$ cat src/rtl/dmem_bus_bridge_pkg.sv
// Shared definitions for the data-memory bus bridge: FSM states, store/load
// encoding of the core's we_re bit, and the read data returned on error.
package core_pkg;

   typedef enum logic [1:0] {
      IDLE = 2'd0,
      REQ  = 2'd1,
      RESP = 2'd2
   } dmem_state_t;

   localparam logic WE_STORE = 1'b1;
   localparam logic WE_LOAD  = 1'b0;

   localparam int DMEM_ERR_DATA = 0;

endpackage

$ cat src/rtl/dmem_bus_bridge_timeout_ctr.sv
// Bounded-wait counter for the bridge. tc flags the last permitted busy cycle,
// so a transaction that has not completed by then ends after TIMEOUT cycles.
module bus_timeout_ctr #(
   parameter int TIMEOUT = 255
) (
   input  logic clk,
   input  logic rst,
   input  logic clear,
   input  logic enable,
   output logic tc
);

   localparam int CW = $clog2(TIMEOUT + 1);

   logic [CW-1:0] count;

   always_ff @(posedge clk) begin
      if (!rst || clear) begin
         count <= '0;
      end else if (enable && !tc) begin
         count <= count + 1'b1;
      end
   end

   // count holds the number of busy cycles already elapsed before this one
   assign tc = (count == CW'(TIMEOUT - 1));

endmodule

$ cat src/rtl/dmem_bus_bridge.sv
// Registered bridge from the core data-memory port to a req/gnt/rvalid slave.
// One transaction in flight; every output is a flop.
module dmem_bus_bridge
   import core_pkg::*;
#(
   parameter int ADDR_W  = 32,
   parameter int DATA_W  = 32,
   parameter int TIMEOUT = 255
) (
   input  logic                clk,
   input  logic                rst,
   input  logic                core_req,
   input  logic                core_we_re,
   input  logic [DATA_W/8-1:0] core_mask,
   input  logic [ADDR_W-1:0]   core_addr,
   input  logic [DATA_W-1:0]   core_wdata,
   output logic                core_valid,
   output logic [DATA_W-1:0]   core_rdata,
   output logic                core_err,
   output logic                busy,
   output logic                mem_req,
   output logic                mem_we,
   output logic [DATA_W/8-1:0] mem_be,
   output logic [ADDR_W-1:0]   mem_addr,
   output logic [DATA_W-1:0]   mem_wdata,
   input  logic                mem_gnt,
   input  logic                mem_rvalid,
   input  logic [DATA_W-1:0]   mem_rdata
);

   localparam int BE_W = DATA_W / 8;

   dmem_state_t       state, state_n;
   logic              tc;
   logic              valid_n, err_n;
   logic [DATA_W-1:0] rdata_n;
   logic              we_n;
   logic [BE_W-1:0]   be_n;
   logic [ADDR_W-1:0] addr_n;
   logic [DATA_W-1:0] wdata_n;

   bus_timeout_ctr #(
      .TIMEOUT (TIMEOUT)
   ) u_timeout (
      .clk    (clk),
      .rst    (rst),
      .clear  (state == IDLE),
      .enable (state != IDLE),
      .tc     (tc)
   );

   always_ff @(posedge clk) begin
      if (!rst) begin
         state      <= IDLE;
         core_valid <= 1'b0;
         core_rdata <= '0;
         core_err   <= 1'b0;
         busy       <= 1'b0;
         mem_req    <= 1'b0;
         mem_we     <= 1'b0;
         mem_be     <= '0;
         mem_addr   <= '0;
         mem_wdata  <= '0;
      end else begin
         state      <= state_n;
         core_valid <= valid_n;
         core_rdata <= rdata_n;
         core_err   <= err_n;
         busy       <= (state_n != IDLE);
         mem_req    <= (state_n == REQ);
         mem_we     <= we_n;
         mem_be     <= be_n;
         mem_addr   <= addr_n;
         mem_wdata  <= wdata_n;
      end
   end

   // The mem_* flops double as the capture registers for the request.
   always_comb begin
      state_n = state;
      valid_n = 1'b0;
      err_n   = 1'b0;
      rdata_n = '0;
      we_n    = mem_we;
      be_n    = mem_be;
      addr_n  = mem_addr;
      wdata_n = mem_wdata;
      case (state)
         IDLE: begin
            if (core_req) begin
               if (core_mask != '0) begin
                  state_n = REQ;
                  we_n    = core_we_re;
                  be_n    = core_mask;
                  addr_n  = core_addr;
                  wdata_n = core_wdata;
               end else begin
                  valid_n = 1'b1;
               end
            end
         end
         REQ: begin
            if (tc) begin
               state_n = IDLE;
               valid_n = 1'b1;
               err_n   = 1'b1;
               rdata_n = DATA_W'(DMEM_ERR_DATA);
            end else if (mem_gnt) begin
               state_n = RESP;
            end
         end
         RESP: begin
            // A response in the terminal cycle still counts as a normal completion.
            if (mem_rvalid) begin
               state_n = IDLE;
               valid_n = 1'b1;
               rdata_n = (mem_we == WE_LOAD) ? mem_rdata : '0;
            end else if (tc) begin
               state_n = IDLE;
               valid_n = 1'b1;
               err_n   = 1'b1;
               rdata_n = DATA_W'(DMEM_ERR_DATA);
            end
         end
         default: state_n = IDLE;
      endcase
   end

endmodule

$ cat config.mk
export PLATFORM = sky130hd
export DESIGN_NAME = dmem_bus_bridge
export DESIGN_NICKNAME = d
export VERILOG_FILES = /design/src/rtl/dmem_bus_bridge_pkg.sv /design/src/rtl/dmem_bus_bridge_timeout_ctr.sv /design/src/rtl/dmem_bus_bridge.sv
export SDC_FILE = /design/constraint.sdc
export NUM_CORES = 1
export LEC_CHECK = 0
export CORE_MARGIN = 1.5
export CORE_UTILIZATION = 36
export CTS_CLUSTER_DIAMETER = 120
export DETAILED_ROUTE_END_ITERATION = 12
export GPL_ROUTABILITY_DRIVEN = 1
export GPL_TIMING_DRIVEN = 1
export PLACE_DENSITY = 0.78
export SLEW_MARGIN = 40
export SYNTH_ARGS = -nofsm -noshare
export SYNTH_HDL_FRONTEND = slang
export SYNTH_HIERARCHICAL = 1
export SYNTH_SLANG_ARGS = --single-unit
$ cat constraint.sdc
create_clock -name clk -period 1.8 [get_ports clk]
set_clock_uncertainty 0.1 [all_clocks]
set_input_delay 0.27 -clock clk [delete_from_list [all_inputs] [get_ports clk]]
set_output_delay 0.27 -clock clk [all_outputs]
set_load 0.03 [all_outputs]
==> impl_results.md, run 1 <==
- Status: complete, no violations
- Die Wd: 111 um
- Netlist cell types: 38
- Yosys Warn Count: 6
- Sequential power share: 35.6%
- Antenna violations before repair: 0
- Synth top area share: 54.9%
- Hold path cells: 3
- Antenna cells: 0
- Setup CP Type: register to primary output
- Worst-skew pair later-pin latency: 410 ps
- Number of cell rows: 39
- Combinational power share: 16.4%
- Syn Inst Count: 458
- Die Y: 111 um
- Finish-stage setup viols: 0
- P_sw: 1880 uW
- Cell area after synthesis: 4190 um2
- Worst hold path type: input port to register
- Fill count: 940
- Setup_tns: 0 ps
- Type of origin of the critical path: register
- Maximum VDD drop: 0.000753 V
- H-tree depth: 4
- Drt pass-1 iters: 4
- Worst hold slack: 98.0 ps
- Main flop type after synthesis: dfxtp_1
- Reg-to-reg endpoint: mem_req$_SDFF_PN0_
- Die area: 12300 um2
- Leak Pwr: 0.00341 uW
- Sw Share: 24.2%
- Root buf cell: clkbuf_16
- DRT Wirelength: 11.8 mm
- CTS tree: done
- Slowest CP cell: clkdlybuf4s50_1
- CP max stage delay: 670 ps
- Wire per inst: 14.1 um
- Internal: 5870 uW
- Clock period minus worst slack: 1770 ps
- Critical path launch point: mem_wdata[26]$_SDFFE_PN0P_
- CP endpoint kind: primary output
- GP Congestion: 0.862
- Clk network pwr share: 47.9%
- Worst Path Required: 1430 ps
- Share of cells above drive strength 1: 9.81%
- Post-DRT Antenna Nets: 0
- First-pass GRT wire length: 18.7 mm
- I/O Pins: 211
- Number of vias per cell: 4.68
- Largest net degree at the start of global routing: 46
- DRC: 0
- Avg Inst Size Synth: 9.16 um2
- Final Max Tran Viols: 0
- Utilization after layout: 63.9%
- Clock sink count: 115
- Area occupied by multi-input gates: 1750 um2
- Half-perimeter wire length after placement: 8.24 mm
- Synth-to-layout area growth: 73.4%
- Power Dens Cells: 1070 nW/um2
- EDFF count, synth: 0
- Commonest non-fill, non-tap cell in the layout: nand2_1
- Yosys reg bits: 115
- Crit-path leading delay family: buffers and inverters
- Grt ovf: 0
- Register area: 2300 um2
- Reg2reg start: u_timeout/count[0]$_SDFFE_PP0P_
- Core footprint: 11400 um2
- Post-synth ARST share: 0%
- Most frequent cells in the layout: nand2_1, clkdlybuf4s50_1, dfxtp_1
- Num CTS Buffers: 17
- Hold path endpoint: core_err$_SDFF_PN0_
- R2R Setup Slk: 50 ps
- All-layer global routing usage: 19.2%
- Crit path DAT: 1400 ps
- Tightest Pin Transition: 379 ps
- Largest area contributor in the netlist: dfxtp_1
- Initial core utilization: 36.9%
- R2r worst-path depth: 8
- Syn_nets: 570
- Seq/Total Area, Yosys: 54.9%
- Worst-path cell chain: clkdlybuf4s50_1
- Area contributors post-synth: dfxtp_1, nand2_1, a21boi_0, and2_1, a21boi_1
- Port buffer count: 210
- Clock Path Buffers: 2
- Slew HR: 74.8%
- Worst Hold Launch: rst
- Max Clk Rate: 566 MHz
- CP Buf/Inv Count: 1
- Period Utilization, post-route: 98.1%
- Crit Path Max Fanout: 2
- Layout Nets: 793
- Clk pin slew, worst setup/hold paths: 50 ps
- Vias in the first global route: 3930
- Final Hold Viols: 0
- Max Cap Violations: 0
- Vias: 3915
- DR iter-0 viols: 266
==> synth_stat cells, types with 2 or more instances <==
library cell / count
a21boi_1: 10
o21ai_0: 4
dfxtp_1: 115
and2_1: 32
buf_2: 10
nand2b_1: 5
clkbuf_1: 11
a21oi_1: 3
a211oi_1: 3
buf_6: 4
a21boi_0: 59
nand2_1: 150
a31oi_1: 4
nor2b_1: 3
nor3_1: 2
mux2i_1: 2
inv_1: 9
ha_1: 6
nand3_1: 4
and4_2: 3
or2_2: 2
==> how the worst max path moves through the flow <==
| stage | end | slack (ps) | depth (start not counted) |
|---|---|---|---|
| 6_report | mem_wdata[26] | 30 | 1 |
| 5_1_grt | u_timeout/count[7]$_SDFFE_PP0P_ | -20 | 6 |
| 4_1_cts | core_rdata[25] | 0.6 | 1 |
| 3_5_place_dp | mem_wdata[27]$_SDFFE_PN0P_ | -300 | 6 |
| 3_3_place_gp | mem_addr[2]$_SDFFE_PN0P_ | -230 | 6 |
| 2_1_floorplan | mem_req$_SDFF_PN0_ | 30 | 8 |
==> per-stage QoR <==
| step | area [um2] | std cells | power (uW) | worst slack, ps |
|---|---|---|---|---|
| floorplan | 4200 | 458 | 3460 | 34.3 |
| global route | 7270 | 836 | 8050 | -17.1 |
| CTS | 7130 | 833 | 7770 | 0.579 |
| detailed placement | 6530 | 802 | 4100 | -301 |
| finish | 7270 | 836 | 7750 | 34.3 |
| global placement | 6530 | 802 | 4070 | -232 |
==> layer usage <==
metal  vias up  wire, um  global-route usage [%]
met4         0       244                    8.97
li1       1940         -                       -
met3        22      1080                    8.53
met5         -         0                       0
met2       174      5780                    33.1
met1      1779      4690                    20.0
==> area by class of cell <==
class / count / area share (%)
tap: 143 / 2.46
multi-input combinational: 308 / 24.1
sequential: 115 / 31.7
clock buffer: 22 / 6.66
clock inverter: 9 / 2.41
timing repair buffer: 230 / 32.3
inverter: 9 / 0.465
==> cell families after synthesis <==
group                    synth area share [%]
AO/OA/AOI/OAI                            15.8
multiplexers                            0.477
adder cells (fa/ha/maj)                  1.79
flip-flops                               54.9
AND/OR/NAND/NOR                          22.8
buffers and inverters                    4.24
==> sequential cells by signal (all words and copies together) (netlist names) <==
register / cells
core_rdata: 32
mem_addr: 32
mem_wdata: 32
u_timeout/count: 8
mem_be: 4
state: 2
busy: 1
core_err: 1
core_valid: 1
mem_req: 1
mem_we: 1
==> repair_timing <==
item / in CTS / in global routing
hold endpoints to repair: 0 / 0
pin swaps: 1 / 1
setup buffers: 0 / 1
resized for setup: 58 / 26
endpoints found under the setup margin: 56 / 61
gates cloned: 0 / 2
hold buffers: 0 / 0
==> power groups by stage <==
stage	logic (uW)	clock network, uW	registers (uW)
final	1270	3710	2760
after floorplan	375	0	3090
after detailed placement	1280	0	2820
after global placement	1260	0	2810
after global routing	1370	3900	2780
after CTS	1220	3790	2760
Note: power is estimated with default switching activity, not from simulation.
==> run 2, diff against run 1 <==
==> constraint.sdc (replaced) <==
create_clock -name clk -period 1.8 [get_ports clk]
set_clock_uncertainty 0.1 [all_clocks]
set_input_delay 0.45 -clock clk [delete_from_list [all_inputs] [get_ports clk]]
set_output_delay 0.45 -clock clk [all_outputs]
set_load 0.03 [all_outputs]
==> impl_results.md, run 2 (synthesis results as in run 1) <==
- Number of cell rows: 39 (unchanged)
- Max Cap Violations: 0 (unchanged)
- Worst Hold Launch: core_mask[0] (was rst)
- Hold path cells: 3 (unchanged)
- Commonest non-fill, non-tap cell in the layout: nand2_1 (unchanged)
- First-pass GRT wire length: 18.8 mm (was 18.7 mm)
- Status: complete, no violations (unchanged)
- Largest net degree at the start of global routing: 55 (was 46)
- Type of origin of the critical path: register (unchanged)
- Crit path DAT: 1980 ps (was 1400 ps)
- Worst Path Required: 2050 ps (was 1430 ps)
- CP max stage delay: 340 ps (was 670 ps)
- Period Utilization, post-route: 96.2% (was 98.1%)
- Core footprint: 11400 um2 (unchanged)
- R2R Setup Slk: 70 ps (was 50 ps)
- Crit Path Max Fanout: 3 (was 2)
- Leak Pwr: 0.00333 uW (was 0.00341 uW)
- Antenna violations before repair: 0 (unchanged)
- Drt pass-1 iters: 4 (unchanged)
- Clock period minus worst slack: 1730 ps (was 1770 ps)
- Number of vias per cell: 4.76 (was 4.68)
- Clock Path Buffers: 2 (unchanged)
- CP endpoint kind: register (was primary output)
- Crit-path leading delay family: compound AO/OA/AOI/OAI gates (was buffers and inverters)
- H-tree depth: 4 (unchanged)
- Clock sink count: 115 (unchanged)
- I/O Pins: 211 (unchanged)
- DRC: 0 (unchanged)
- Grt ovf: 0 (unchanged)
- Die area: 12300 um2 (unchanged)
- Port buffer count: 210 (unchanged)
- Synth-to-layout area growth: 73.4% (about the same)
- Reg2reg start: u_timeout/count[0]$_SDFFE_PP0P_ (unchanged)
- Placed cell count: 802 (unchanged)
- Final Power: 7550 uW (was 7750 uW)
- Post-DRT Antenna Nets: 0 (unchanged)
- Slowest CP cell: a221o_1 (was clkdlybuf4s50_1)
- Share of cells above drive strength 1: 11.7% (was 9.81%)
- Setup CP Type: register to register (was register to primary output)
- Layout Nets: 801 (was 793)
- Die Wd: 111 um (unchanged)
- Power Dens Cells: 1040 nW/um2 (was 1070 nW/um2)
- Worst hold path type: input port to register (unchanged)
- Vias: 4024 (was 3915)
- Post-CTS Hold Buffers: 0 (unchanged)
- Final Max Tran Viols: 0 (unchanged)
- R2r worst-path depth: 8 (unchanged)
- Reg-to-reg endpoint: mem_req$_SDFF_PN0_ (unchanged)
- DR iter-0 viols: 228 (was 266)
- Tightest Pin Transition: 447 ps (was 379 ps)
- Slew HR: 70.2% (was 74.8%)
- Final Hold Viols: 0 (unchanged)
- Worst-skew pair later-pin latency: 400 ps (was 410 ps)
- Antenna cells: 0 (unchanged)
- Clk pin slew, worst setup/hold paths: 50 ps (about the same)
- Hold path endpoint: mem_be[0]$_SDFFE_PN0P_ (was core_err$_SDFF_PN0_)
- DRT Wirelength: 12.4 mm (was 11.8 mm)
- CTS tree: done (unchanged)
- Max Clk Rate: 578 MHz (was 566 MHz)
- Most frequent cells in the layout: nand2_1, dfxtp_1, dlygate4sd2_1 (was nand2_1, clkdlybuf4s50_1, dfxtp_1)
- Wire per inst: 14.7 um (was 14.1 um)
- Largest regs: core_rdata x32, mem_addr x32, mem_wdata x32 (unchanged)
- Num CTS Buffers: 17 (unchanged)
- Layout Cells excl Fill: 845 (was 836)
- Root buf cell: clkbuf_16 (unchanged)
- GP Congestion: 0.856 (was 0.862)
- Maximum VDD drop: 0.000648 V (was 0.000753 V)
- All-layer global routing usage: 19.1% (was 19.2%)
- Finish-stage setup viols: 0 (unchanged)
- CP Buf/Inv Count: 2 (was 1)
- Worst-path cell chain: inv_1 -> ha_2 -> and3_4 -> nand2_2 -> inv_2 -> a21o_1 -> a221o_1 -> o21ba_2 (was clkdlybuf4s50_1)
- Initial core utilization: 36.9% (unchanged)
- Half-perimeter wire length after placement: 8.18 mm (was 8.24 mm)
- Vias in the first global route: 4025 (was 3930)
- Die Y: 111 um (unchanged)
==> run 2: cell count changes in the layout (fill, tap and decap cells not counted), sizes merged, moves of 2 or more <==
cell and change:
inv +3, clkdlybuf4s50 -31, dlymetal6s2s -19, dlygate4sd2 +49
buf +5, clkinv +3, bufinv -2, clkinvlp +2
==> run 2: stage by stage <==
step           worst slack [ps]  TNS [ps]  cell area [um2]  hold WS [ps]  util [%]
2_1_floorplan            -0.629     -6.29             4200           360         -
3_3_place_gp               -432    -28770             6530           342      57.4
3_5_place_dp               -511    -32130             6530           346      57.4
4_1_cts                   -71.4     -1140             7050           328      62.0
5_1_grt                   -23.2     -49.4             7270           241      64.0
6_report                   69.3         0             7270           231      64.0
==> run 2: how the worst max path moves through the flow <==
| stage | cells after the start | slack [ps] | end | startpoint |
|---|---|---|---|---|
| 5_1_grt | 6 | -20 | mem_req$_SDFF_PN0_ | state[0]$_SDFF_PN0_ |
| 3_3_place_gp | 6 | -430 | mem_be[3]$_SDFFE_PN0P_ | core_mask[3] |
| 4_1_cts | 6 | -70 | mem_addr[30]$_SDFFE_PN0P_ | core_mask[3] |
| 6_report | 8 | 70 | mem_req$_SDFF_PN0_ | u_timeout/count[0]$_SDFFE_PP0P_ |
| 2_1_floorplan | 7 | -0.6 | mem_addr[25]$_SDFFE_PN0P_ | core_mask[3] |
| 3_5_place_dp | 6 | -510 | mem_wdata[4]$_SDFFE_PN0P_ | core_mask[3] |
==> run 2: power breakdown <==
part	switching, uW	leakage [uW]	internal [uW]
logic	734	0.00211	645
registers	69.3	0.000938	2690
clock network	1220	0.000286	2190
total	2020	0.00333	5520
==> run 2: worst register-to-register path, cell delays in order, from the launching register on <==
cell and delay [ps]:
dfxtp_2 320, inv_1 50, ha_2 180, and3_4 180, nand2_2 80, inv_2 50, a21o_1 150, a221o_1 340
o21ba_2 230
==> run 2: timing repair <==
action,CTS,global route
pin swaps,2,11
setup buffers,0,4
endpoints found under the setup margin,168,75
cloned,1,6
gates resized for setup,115,33
endpoints found under the hold margin,0,0
==> run 2: routing by layer <==
| metal | global-route usage [%] | wire [um] |
|---|---|---|
| met4 | 8.03 | 253 |
| met1 | 20.9 | 5010 |
| met2 | 33.1 | 6040 |
| met3 | 7.11 | 1130 |
| met5 | 0 | 0 |
==> run 2: final cells by class <==
class	instances	area, um2
fill	944	4100
inverter	9	33.8
multi-input combinational	308	1770
clock buffer	17	425
timing repair buffer	238	2380
clock inverter	15	183
tap	143	179
sequential	115	2300
==> run 3, diff against run 2 <==
Settings changed: SKIP_CTS_REPAIR_TIMING set to 1.
==> impl_results.md, run 3 (synthesis results as in run 1) <==
- Root buf cell: clkbuf_16 (unchanged)
- Worst-skew pair later-pin latency: 400 ps (about the same)
- Clk pin slew, worst setup/hold paths: 50 ps (about the same)
- Half-perimeter wire length after placement: 8.18 mm (unchanged)
- Initial core utilization: 36.9% (unchanged)
- Status: complete, no violations (unchanged)
- DRT Wirelength: 13.0 mm (was 12.4 mm)
- Final Hold Viols: 0 (unchanged)
- Most frequent cells in the layout: nand2_1, dfxtp_1, dlymetal6s2s_1 (was nand2_1, dfxtp_1, dlygate4sd2_1)
- Setup_tns: 0 ps (unchanged)
- Wire per inst: 15.3 um (was 14.7 um)
- Layout Nets: 802 (was 801)
- Power Dens Cells: 994 nW/um2 (was 1040 nW/um2)
- DR iter-0 viols: 315 (was 228)
- H-tree depth: 4 (unchanged)
- Die Y: 111 um (unchanged)
- Max Clk Rate: 570 MHz (was 578 MHz)
- Largest regs: core_rdata x32, mem_addr x32, mem_wdata x32 (unchanged)
- I/O Pins: 211 (unchanged)
- Antenna violations before repair: 0 (unchanged)
- Share of cells above drive strength 1: 11.7% (about the same)
- All-layer global routing usage: 18.7% (was 19.1%)
- Type of origin of the critical path: register (unchanged)
- Largest net degree at the start of global routing: 55 (unchanged)
- CTS tree: done (unchanged)
- Leak Pwr: 0.00468 uW (was 0.00333 uW)
- Max Cap Violations: 0 (unchanged)
- Clock period minus worst slack: 1750 ps (was 1730 ps)
- Number of vias per cell: 4.76 (about the same)
- Fill count: 855 (was 944)
- Worst hold path type: input port to register (unchanged)
- PnR worst setup slack: 46.9 ps (was 69.3 ps)
- DRC: 0 (unchanged)
- Vias in the first global route: 3992 (was 4025)
- Tightest Pin Transition: 472 ps (was 447 ps)
- Number of cell rows: 39 (unchanged)
- First-pass GRT wire length: 18.5 mm (was 18.8 mm)
- Area occupied by multi-input gates: 1780 um2 (was 1770 um2)
- Setup CP Type: register to register (unchanged)
- Clock Path Buffers: 2 (unchanged)
- Port buffer count: 210 (unchanged)
- Synth-to-layout area growth: 83.1% (was 73.4%)
- Period Utilization, post-route: 97.4% (was 96.2%)
- Worst Path Required: 1990 ps (was 2050 ps)
- GP Congestion: 0.856 (unchanged)
- Final Power: 7630 uW (was 7550 uW)
- Finish-stage setup viols: 0 (unchanged)
- Num CTS Buffers: 17 (unchanged)
- Commonest non-fill, non-tap cell in the layout: nand2_1 (unchanged)
- Final Max Tran Viols: 0 (unchanged)
- Core footprint: 11400 um2 (unchanged)
- Register area: 2300 um2 (unchanged)
- Slew HR: 68.5% (was 70.2%)
- Utilization after layout: 67.6% (was 64.0%)
- Drt pass-1 iters: 4 (unchanged)
- CP endpoint kind: register (unchanged)
- Maximum VDD drop: 0.000621 V (was 0.000648 V)
- Clock sink count: 115 (unchanged)
- Grt ovf: 0 (unchanged)
- Post-DRT Antenna Nets: 0 (unchanged)
- Antenna cells: 0 (unchanged)
- Crit path DAT: 1950 ps (was 1980 ps)
- Vias: 4029 (was 4024)
- Crit Path Max Fanout: 16 (was 3)
- Die Wd: 111 um (unchanged)
- Die area: 12300 um2 (unchanged)
- DP Worst Slack: -511 ps (unchanged)
[run 3: final timing paths]
kind | slack (ps) | from | depth (start not counted) | to
max reg2reg | 50 | state[1]$_SDFF_PN0_ | 8 | mem_wdata[4]$_SDFFE_PN0P_
min reg2reg | 350 | mem_addr[28]$_SDFFE_PN0P_ | 2 | mem_addr[28]$_SDFFE_PN0P_
max | 50 | state[1]$_SDFF_PN0_ | 8 | mem_wdata[4]$_SDFFE_PN0P_
min | 230 | core_mask[0] | 3 | mem_be[0]$_SDFFE_PN0P_
[run 3: layout make-up]
cell class / count / area share (%)
multi-input combinational: 309 / 23.1
clock inverter: 15 / 2.38
inverter: 9 / 0.489
sequential: 115 / 30.0
clock buffer: 17 / 5.54
tap: 143 / 2.33
timing repair buffer: 238 / 36.1
[run 3: worst max-delay path, stage by stage (launching register included)]
cell      delay, ps
dfxtp_1         340
inv_1           130
ha_4            220
nand2_1         120
nor2b_4         140
buf_4           140
buf_12          150
nand2_1          60
a21boi_0        230
[run 3: through the flow]
stage	area, um2	std cells	hold slack (ps)
floorplan	4200	458	360
global placement	6530	802	342
detailed placement	6530	802	346
CTS	7140	834	328
global route	7680	846	239
finish	7680	846	232
[run 3: metal layers]
layer	wire length [um]	vias up	track usage, %
met5	0	-	0
met1	5280	1868	20.4
met4	247	0	7.78
met2	6410	179	32.4
li1	-	1962	-
met3	1050	20	7.11
[run 3: power breakdown]
part           total, uW  switching [uW]  internal [uW]
Sequential          2760            70.4           2690
Clock               3410            1230           2190
Combinational       1460             746            711
Total               7630            2040           5590
